`config.mk`:
```
export PLATFORM = sky130hd
export DESIGN_NAME = pbs_battle_dp
export DESIGN_NICKNAME = d
export VERILOG_FILES = /design/src/rtl/pbs_pkg.sv /design/src/rtl/pbs_lfsr.sv /design/src/rtl/pbs_battle_dp.sv
export SDC_FILE = /design/constraint.sdc
export NUM_CORES = 1
export LEC_CHECK = 0
export ABC_AREA = 1
export BUFFER_PORTS_ARGS = -buffer_cell sky130_fd_sc_hd__buf_2
export CAP_MARGIN = 20
export CELL_PAD_IN_SITES_DETAIL_PLACEMENT = 0
export CELL_PAD_IN_SITES_GLOBAL_PLACEMENT = 1
export CORE_ASPECT_RATIO = 1.5
export CORE_UTILIZATION = 44
export CTS_CLUSTER_DIAMETER = 100
export DETAILED_ROUTE_END_ITERATION = 10
export GPL_TIMING_DRIVEN = 1
export HOLD_SLACK_MARGIN = 0.15
export PLACE_DENSITY_LB_ADDON = 0.2
export SLEW_MARGIN = 10
export SYNTH_ARGS = -nofsm -noshare
export SYNTH_HDL_FRONTEND = slang
export SYNTH_SLANG_ARGS = --single-unit
```
`constraint.sdc`:
```
create_clock -name clk -period 3.1 [get_ports clk]
set_clock_uncertainty 0.05 [all_clocks]
set_input_delay 0.155 -clock clk [delete_from_list [all_inputs] [get_ports clk]]
set_output_delay 0.155 -clock clk [all_outputs]
set_load 0.005 [all_outputs]
```
`src/rtl/pbs_pkg.sv`:
```
// Shared types, constants and move table for the PBS battle datapath.
// The move table repeats every four entries, so wider move indices alias onto it.
package pbs_pkg;

  typedef enum logic [2:0] {
    ST_IDLE   = 3'd0,
    ST_SELECT = 3'd1,
    ST_ROLL   = 3'd2,
    ST_APPLY  = 3'd3,
    ST_DONE   = 3'd4
  } state_t;

  localparam logic [15:0] LFSR_TAPS = 16'hB400;

  function automatic logic [7:0] move_dmg(input logic [1:0] idx);
    case (idx)
      2'd0: return 8'd3;
      2'd1: return 8'd5;
      2'd2: return 8'd8;
      2'd3: return 8'd1;
    endcase
  endfunction

  function automatic logic [7:0] move_acc(input logic [1:0] idx);
    case (idx)
      2'd0: return 8'd15;
      2'd1: return 8'd11;
      2'd2: return 8'd5;
      2'd3: return 8'd15;
    endcase
  endfunction

endpackage

```
`src/rtl/pbs_lfsr.sv`:
```
// 16-bit Galois LFSR random source; free-running from SEED after reset.
module pbs_lfsr
  import pbs_pkg::*;
#(
  parameter logic [15:0] SEED = 16'hACE1
) (
  input  logic        clk,
  input  logic        rst,
  output logic [15:0] lfsr
);

  logic [15:0] lfsr_reg;
  logic [15:0] lfsr_next;

  assign lfsr_next = {1'b0, lfsr_reg[15:1]} ^ (lfsr_reg[0] ? LFSR_TAPS : 16'h0000);

  always_ff @(posedge clk) begin
    if (rst) begin
      lfsr_reg <= SEED;
    end else begin
      lfsr_reg <= lfsr_next;
    end
  end

  assign lfsr = lfsr_reg;

endmodule

```
`src/rtl/pbs_battle_dp.sv`:
```
// PBS battle datapath: one attack per start pulse (select, roll, apply, done),
// owning both HP registers, with a game-over lockout and new-game reload.
module pbs_battle_dp
  import pbs_pkg::*;
#(
  parameter int          HP_W   = 4,
  parameter int          MOVE_W = 2,
  parameter int          ACC_W  = 4,
  parameter logic [15:0] SEED   = 16'hACE1
) (
  input  logic              clk,
  input  logic              rst,
  input  logic              start,
  input  logic              attacker,
  input  logic [MOVE_W-1:0] p_move,
  input  logic              new_game,
  output logic              busy,
  output logic              done,
  output logic              hit,
  output logic [HP_W-1:0]   dmg,
  output logic [HP_W-1:0]   p_hp,
  output logic [HP_W-1:0]   ai_hp,
  output logic              game_over
);

  localparam logic [HP_W-1:0] MAX_HP = '1;

  state_t            state_reg, state_next;
  logic              atk_reg;
  logic [HP_W-1:0]   dmg_t_reg;
  logic [ACC_W-1:0]  acc_t_reg;
  logic              hit_reg;
  logic [HP_W-1:0]   dmg_reg;
  logic [HP_W-1:0]   p_hp_reg;
  logic [HP_W-1:0]   ai_hp_reg;

  logic [15:0]       lfsr;
  logic              unused_lfsr;
  logic [MOVE_W-1:0] sel_move;
  logic [HP_W-1:0]   sel_dmg;
  logic [ACC_W-1:0]  sel_acc;
  logic [ACC_W-1:0]  roll;
  logic [HP_W-1:0]   tgt_hp;
  logic [HP_W-1:0]   tgt_next;
  logic              over;

  pbs_lfsr #(
    .SEED (SEED)
  ) u_lfsr (
    .clk  (clk),
    .rst  (rst),
    .lfsr (lfsr)
  );

  // Only a few LFSR bits feed the datapath; the rest are intentionally dropped.
  assign unused_lfsr = ^lfsr;

  assign sel_move = attacker ? lfsr[MOVE_W-1:0] : p_move;
  assign sel_dmg  = HP_W'(move_dmg(2'(sel_move)));
  assign sel_acc  = ACC_W'(move_acc(2'(sel_move)));
  assign roll     = lfsr[15 -: ACC_W];

  assign tgt_hp   = atk_reg ? p_hp_reg : ai_hp_reg;
  assign tgt_next = (dmg_t_reg >= tgt_hp) ? '0 : tgt_hp - dmg_t_reg;

  assign over     = (p_hp_reg == '0) | (ai_hp_reg == '0);

  always_comb begin
    state_next = state_reg;
    case (state_reg)
      // new_game has priority over start in IDLE
      ST_IDLE:   if (!new_game && start && !over) state_next = ST_SELECT;
      ST_SELECT: state_next = ST_ROLL;
      ST_ROLL:   state_next = ST_APPLY;
      ST_APPLY:  state_next = ST_DONE;
      ST_DONE:   state_next = ST_IDLE;
      default:   state_next = ST_IDLE;
    endcase
  end

  always_ff @(posedge clk) begin
    if (rst) begin
      state_reg <= ST_IDLE;
      atk_reg   <= 1'b0;
      dmg_t_reg <= '0;
      acc_t_reg <= '0;
      hit_reg   <= 1'b0;
      dmg_reg   <= '0;
      p_hp_reg  <= MAX_HP;
      ai_hp_reg <= MAX_HP;
    end else begin
      state_reg <= state_next;
      case (state_reg)
        ST_IDLE: begin
          if (new_game) begin
            p_hp_reg  <= MAX_HP;
            ai_hp_reg <= MAX_HP;
          end
        end
        ST_SELECT: begin
          atk_reg   <= attacker;
          dmg_t_reg <= sel_dmg;
          acc_t_reg <= sel_acc;
        end
        ST_ROLL: begin
          hit_reg <= (roll <= acc_t_reg);
        end
        ST_APPLY: begin
          if (hit_reg) begin
            dmg_reg <= dmg_t_reg;
            if (atk_reg) p_hp_reg <= tgt_next;
            else         ai_hp_reg <= tgt_next;
          end else begin
            dmg_reg <= '0;
          end
        end
        default: ;
      endcase
    end
  end

  assign busy      = (state_reg != ST_IDLE);
  assign done      = (state_reg == ST_DONE);
  assign hit       = hit_reg;
  assign dmg       = dmg_reg;
  assign p_hp      = p_hp_reg;
  assign ai_hp     = ai_hp_reg;
  assign game_over = over;

endmodule

```
After elaboration in Yosys (flattened, before gate mapping)
Index checks and enable logic that the tools add are counted.
- multiplexer cells: 16
- bitwise gates (word level): 2
- $add $sub $neg: 1
- equal/unequal tests: 12
- magnitude comparators: 2
- reductions and logical operators: 13
- operators by type and width (operator ; count):
    4-bit two-way mux ; 8
    16-bit two-way mux ; 1
    4-bit one-hot mux with 2 select lines ; 2
    4-bit one-hot mux with 4 select lines ; 1
    15-bit by 16-bit bitwise XOR with 16-bit output ; 1
    3-bit one-hot mux with 4 select lines ; 1
    4-bit one-hot mux with 3 select lines ; 1
    2-bit != test (second input constant) ; 5
    4-bit logical NOT ; 2
    4-bit AND reduction ; 2
    3-bit by 2-bit == test with 1-bit output (second input constant) ; 2
    2-bit == test (second input constant) ; 2
    4-bit >= comparator ; 1
    4-bit less-or-equal comparator ; 1
    4-bit subtractor ; 1
    3-bit by 1-bit == test with 1-bit output (second input constant) ; 1
    3-bit == test (second input constant) ; 1
    3-bit logical NOT ; 1
    3-bit two-way mux ; 1
    3-bit nonzero test ; 1
    2-bit by 1-bit == test with 1-bit output (second input constant) ; 1
    1-bit logical AND ; 2
    1-bit logical NOT ; 2
    2-bit logical NOT ; 1
    other kinds (4) ; 4
- output and inout bits: 16
- logic and storage cells: 55
- bits in registers: 41
- input port bits: 7

Logic depth before layout (Yosys ltp)
- depth after elaboration: 6
- depth in mapped cells: 12
- mapped depth without buffers: 12

Hierarchy
Synthesis repeated with hierarchy kept, for this count alone.
- cell total of the unflattened synthesis: 248
- area total of the unflattened synthesis: 1834.3 µm²
- by module, submodules not included (module ; area each (µm²) ; cells each ; sequential area each (µm²) ; times used):
    pbs_battle_dp ; 1262.5 ; 184 ; 460.4 ; 1
    pbs_lfsr ; 571.8 ; 64 ; 320.3 ; 1

Worst setup path after synthesis
Ideal clock, no wire load.
- path kind: reg2reg
- from: register atk_reg
- to: register ai_hp_reg[3] (netlist: ai_hp[3])
- cell stages (with the launch flop): 13
- path slack: 1.318 ns
- arrival time: 1.673 ns
- setup time: 0.058 ns
- clock period less this slack: 1.782 ns
- buffers on the path: 1
- required time: 2.992 ns
- cells stage by stage: dfxtp_1 -> buf_2 -> nand2_1 -> o21ai_0 -> ha_1 -> fa_1 -> nor2_1 -> nor2_1 -> nor2_1 -> nand3_1 -> nand2_1 -> nand2_1 -> nand2_1
- word-level cells in the longest chain between the ends: 6
- elaborated cells on any way between the ends: 9
- classes of those cells: 1 x add/sub; 1 x order compare; 1 x eq/ne; 5 x mux; 1 x reduce/logical
- RTL lines (item ; RTL line ; source):
    from (decl) ; pbs_battle_dp.sv:29 ; logic atk_reg;
    from (signal assigned) ; pbs_battle_dp.sv:101 ; atk_reg <= attacker;
    4-bit two-way mux ; pbs_battle_dp.sv:63 ; assign tgt_hp = atk_reg ? p_hp_reg : ai_hp_reg;
    4-bit subtractor / 4-bit >= comparator (equally long branches) ; pbs_battle_dp.sv:64 ; assign tgt_next = (dmg_t_reg >= tgt_hp) ? '0 : tgt_hp - dmg_t_reg;
    4-bit two-way mux ; pbs_battle_dp.sv:64 ;
    4-bit two-way mux ; pbs_battle_dp.sv:111 ; if (atk_reg) p_hp_reg <= tgt_next;
    4-bit two-way mux ; pbs_battle_dp.sv:109 ; if (hit_reg) begin
    4-bit one-hot mux with 2 select lines ; pbs_battle_dp.sv:93 ; case (state_reg)
    to (signal assigned) ; pbs_battle_dp.sv:112 ; else ai_hp_reg <= tgt_next;
    to (decl) ; pbs_battle_dp.sv:35 ; logic [HP_W-1:0] ai_hp_reg;
Parallel ways exist; a longest one is shown, timed or not. The select of a mux whose other input is x is not followed.
A chain may end at the register's enable or synchronous reset.

Worst setup path after layout
- from: register atk_reg
- to: register ai_hp_reg[2] (netlist: ai_hp[2])
Same word-level chain as after synthesis.

==> metrics.md <==
| Metric | Value |
|---|---|
| Outcome | `complete, no violations` |
| Ports | `23` |
| Reg2Reg Launch Point | `atk_reg` |
| Clock sink total | `39` |
| Final setup violation count | `0` |
| Vert. Die Dim | `79.1 µm` |
| Initial antenna violation count | `0` |
| Post-synthesis area per instance | `7.72 µm²` |
| Most common cell after layout, fill and taps aside | `nand2_1` |
| Pins over their slew limit | `0` |
| # DRC | `0` |
| Detailed Place HPWL | `2.68 mm` |
| Place WS | `1.16 ns` |
| # hold bufs at CTS | `1` |
| WL/cell | `12.1 µm` |
| Area grow syn2layout | `15.8%` |
| CP arrival | `approximately 2.2 ns` |
| Yosys warns | `0` |
| Clock tree from TritonCTS | `done` |
| Post-synthesis register bit count | `39` |
| Maximum clock path buffer count | `2` |
| M1 WL | `1.54 mm` |
| EDFF count, synth | `0` |
| Routed length on met2 | `1.89 mm` |
| # diodes | `0` |
| RSZ-0062 raised after global routing | `false` |
| Hold Crit Class | `in -> reg` |
| Prevailing post-synth register cell | `dfxtp_1` |
| Worst setup margin | `1.10 ns` |
| Number of flip-flops in the largest register | `16` |
| WL met3 | `~97 µm` |
| Hold path startpoint | `p_move[0]` |
| Max frequency | `501 MHz` |
| Largest net degree at the start of global routing | `24` |
| Critical Path Sink Type | `flip-flop` |
| Drt pass-1 iters | `4` |
| Worst-Margin Slew | `0.583 ns` |
| Die area | `4220 µm²` |
| Synthesized cell area | `1740 µm²` |
| Tot GR Track Use | `0.194` |
| Final Cycle Share | `0.644` |
| Peak VDD IR | `between 700 and 800 µV` |
| Core area | `3720 µm²` |
| DRT antenna net count | `0` |
| Num CTS Buffers | `5` |
| Routed vias/inst | `approximately 4.9` |
| Rel. slew slack | `0.611` |
| Iteration-0 DRC Markers | `20` |
| Rows | `27` |
| Critical Path RT | `about 3.3 ns` |
| Post-Synthesis Cells | `between 200 and 250` |
| Wire length of the first global-routing pass | `5.96 mm` |
| Multi-input logic area | `808 µm²` |
| FF+latch area | `781 µm²` |
| Static leakage | `0.972 nW` |
| Chip Width | `~53 µm` |
| Root buf cell | `clkbuf_8` |
| Final hold violation count | `0` |
| Layout cells sized above 1 | `0.217` |
| Final wirelength | `roughly 3.6 mm` |
| Period minus WS final | `2.00 ns` |
| Post-Layout Cell Count | `296` |
| Depth of the CTS H-tree | `2` |
| Filler cells | `393` |
| Total power density per cell area | `676 nW/µm²` |
| DR top layer | `met4` |
| Startpoint types | `flip-flop` |
| Critical path origin | `atk_reg` |
| Vias in the first global route | `~1400` |
| Initial Util | `0.469` |
| Placed Cells | `~290` |
| Worst-path clk slew | `0.08 ns` |
| Via count | `1456` |
| # Max-Cap Violations | `0` |
| Syn nets | `242` |
| Commonest cells after routing, fill and taps aside | `47 x nand2_1, 39 x dfxtp_1, 32 x inv_1` |
| WS Path Type | `reg -> reg` |
| GRT overflow | `0` |
| Max FO, Critical Path | `10` |
| Final #Nets | `268` |
| Ys async rst share | `0` |
| Final TNS setup | `0 ns` |
| Buffers on Ports | `22` |
| Sequential area share after synthesis | `0.448` |
| Clk_lat worst skew | `around 0.29 ns` |
| PostCTS Resize Cnt | `0` |
| Postcts setup bufs | `0` |
| Final RePlAce weighted congestion | `0.827` |
| Post-synth cell types | `26` |
-- path summary, 6_finish.rpt --
check / end / slack [ns] / depth (start not counted)
worst min-delay path: dmg_t_reg[1] / 0.17 / 4
worst min register to register: u_lfsr.lfsr[4] / 0.36 / 2
worst max register to register: ai_hp[2] / 1.10 / 10
worst max-delay path: ai_hp[2] / 1.10 / 10
-- synthesized netlist by cell type, types with 3 or more instances --
library cell,count,area [µm²]
inv_2,5,18.8
clkbuf_1,3,11.3
nand2_1,47,176
or2_2,3,18.8
a21oi_1,13,65.1
nand3_1,15,75.1
ha_1,8,100
nand2_2,8,50.1
o31ai_1,4,30.0
nor2_1,18,67.6
o21ai_0,12,60.1
inv_1,32,120
dfxtp_1,39,781
nor2_2,3,18.8
-- layout make-up --
class | count | area share
clock inverter | 2 | 0.0173
inverter | 37 | 0.0688
timing repair buffer | 23 | 0.0595
clock buffer | 6 | 0.0409
sequential | 39 | 0.387
tap | 43 | 0.0266
multi-input combinational | 146 | 0.400
-- where the power goes --
part	total [mW]	switching, mW	leakage [nW]	internal [mW]
clock	0.432	0.172	0.0612	0.260
sequential	0.592	0.0391	0.322	0.553
combinational	0.340	0.208	0.589	0.132
total	1.36	0.419	0.972	0.945
-- stage by stage --
step | cell area (µm²) | total power [mW] | util | hold slack, ns
after floorplan | 1740 | 0.847 | - | 0.184
after CTS | 2020 | 1.38 | 0.543 | 0.157
final | 2020 | 1.36 | 0.543 | 0.169
after detailed placement | 1890 | 0.942 | 0.509 | 0.345
after global routing | 2020 | 1.45 | 0.543 | 0.220
after global placement | 1890 | 0.942 | 0.509 | 0.343
-- per-layer routing --
| metal | vias up | GRT usage |
|---|---|---|
| li1 | 765 | - |
| met1 | 664 | 0.211 |
| met2 | 21 | 0.340 |
| met3 | 6 | 0.0498 |
| met4 | 0 | 0.0816 |
| met5 | - | 0 |
-- critical path: stages, from the launching register on --
cell     delay (ns)
dfxtp_1        0.48
o21ai_0        0.13
ha_1           0.22
fa_1           0.40
nor2_1         0.12
nor2_1         0.05
nor2_1         0.17
nand2_1        0.09
nand2_1        0.10
nand2_1        0.06
nand3_1        0.06
-- logic make-up (layout without fill, tap and decap cells) --
| family | count (synthesis) | after routing | synth area share |
|---|---|---|---|
| AO/OA/AOI/OAI | 34 | 34 | 0.110 |
| XOR/XNOR | 2 | 2 | 0.0100 |
| adder cells (fa/ha/maj) | 9 | 9 | 0.0689 |
| buffers and inverters | 41 | 68 | 0.0890 |
| flip-flops | 39 | 39 | 0.448 |
| AND/OR/NAND/NOR | 101 | 101 | 0.274 |
(Power assumes the default switching activity.)
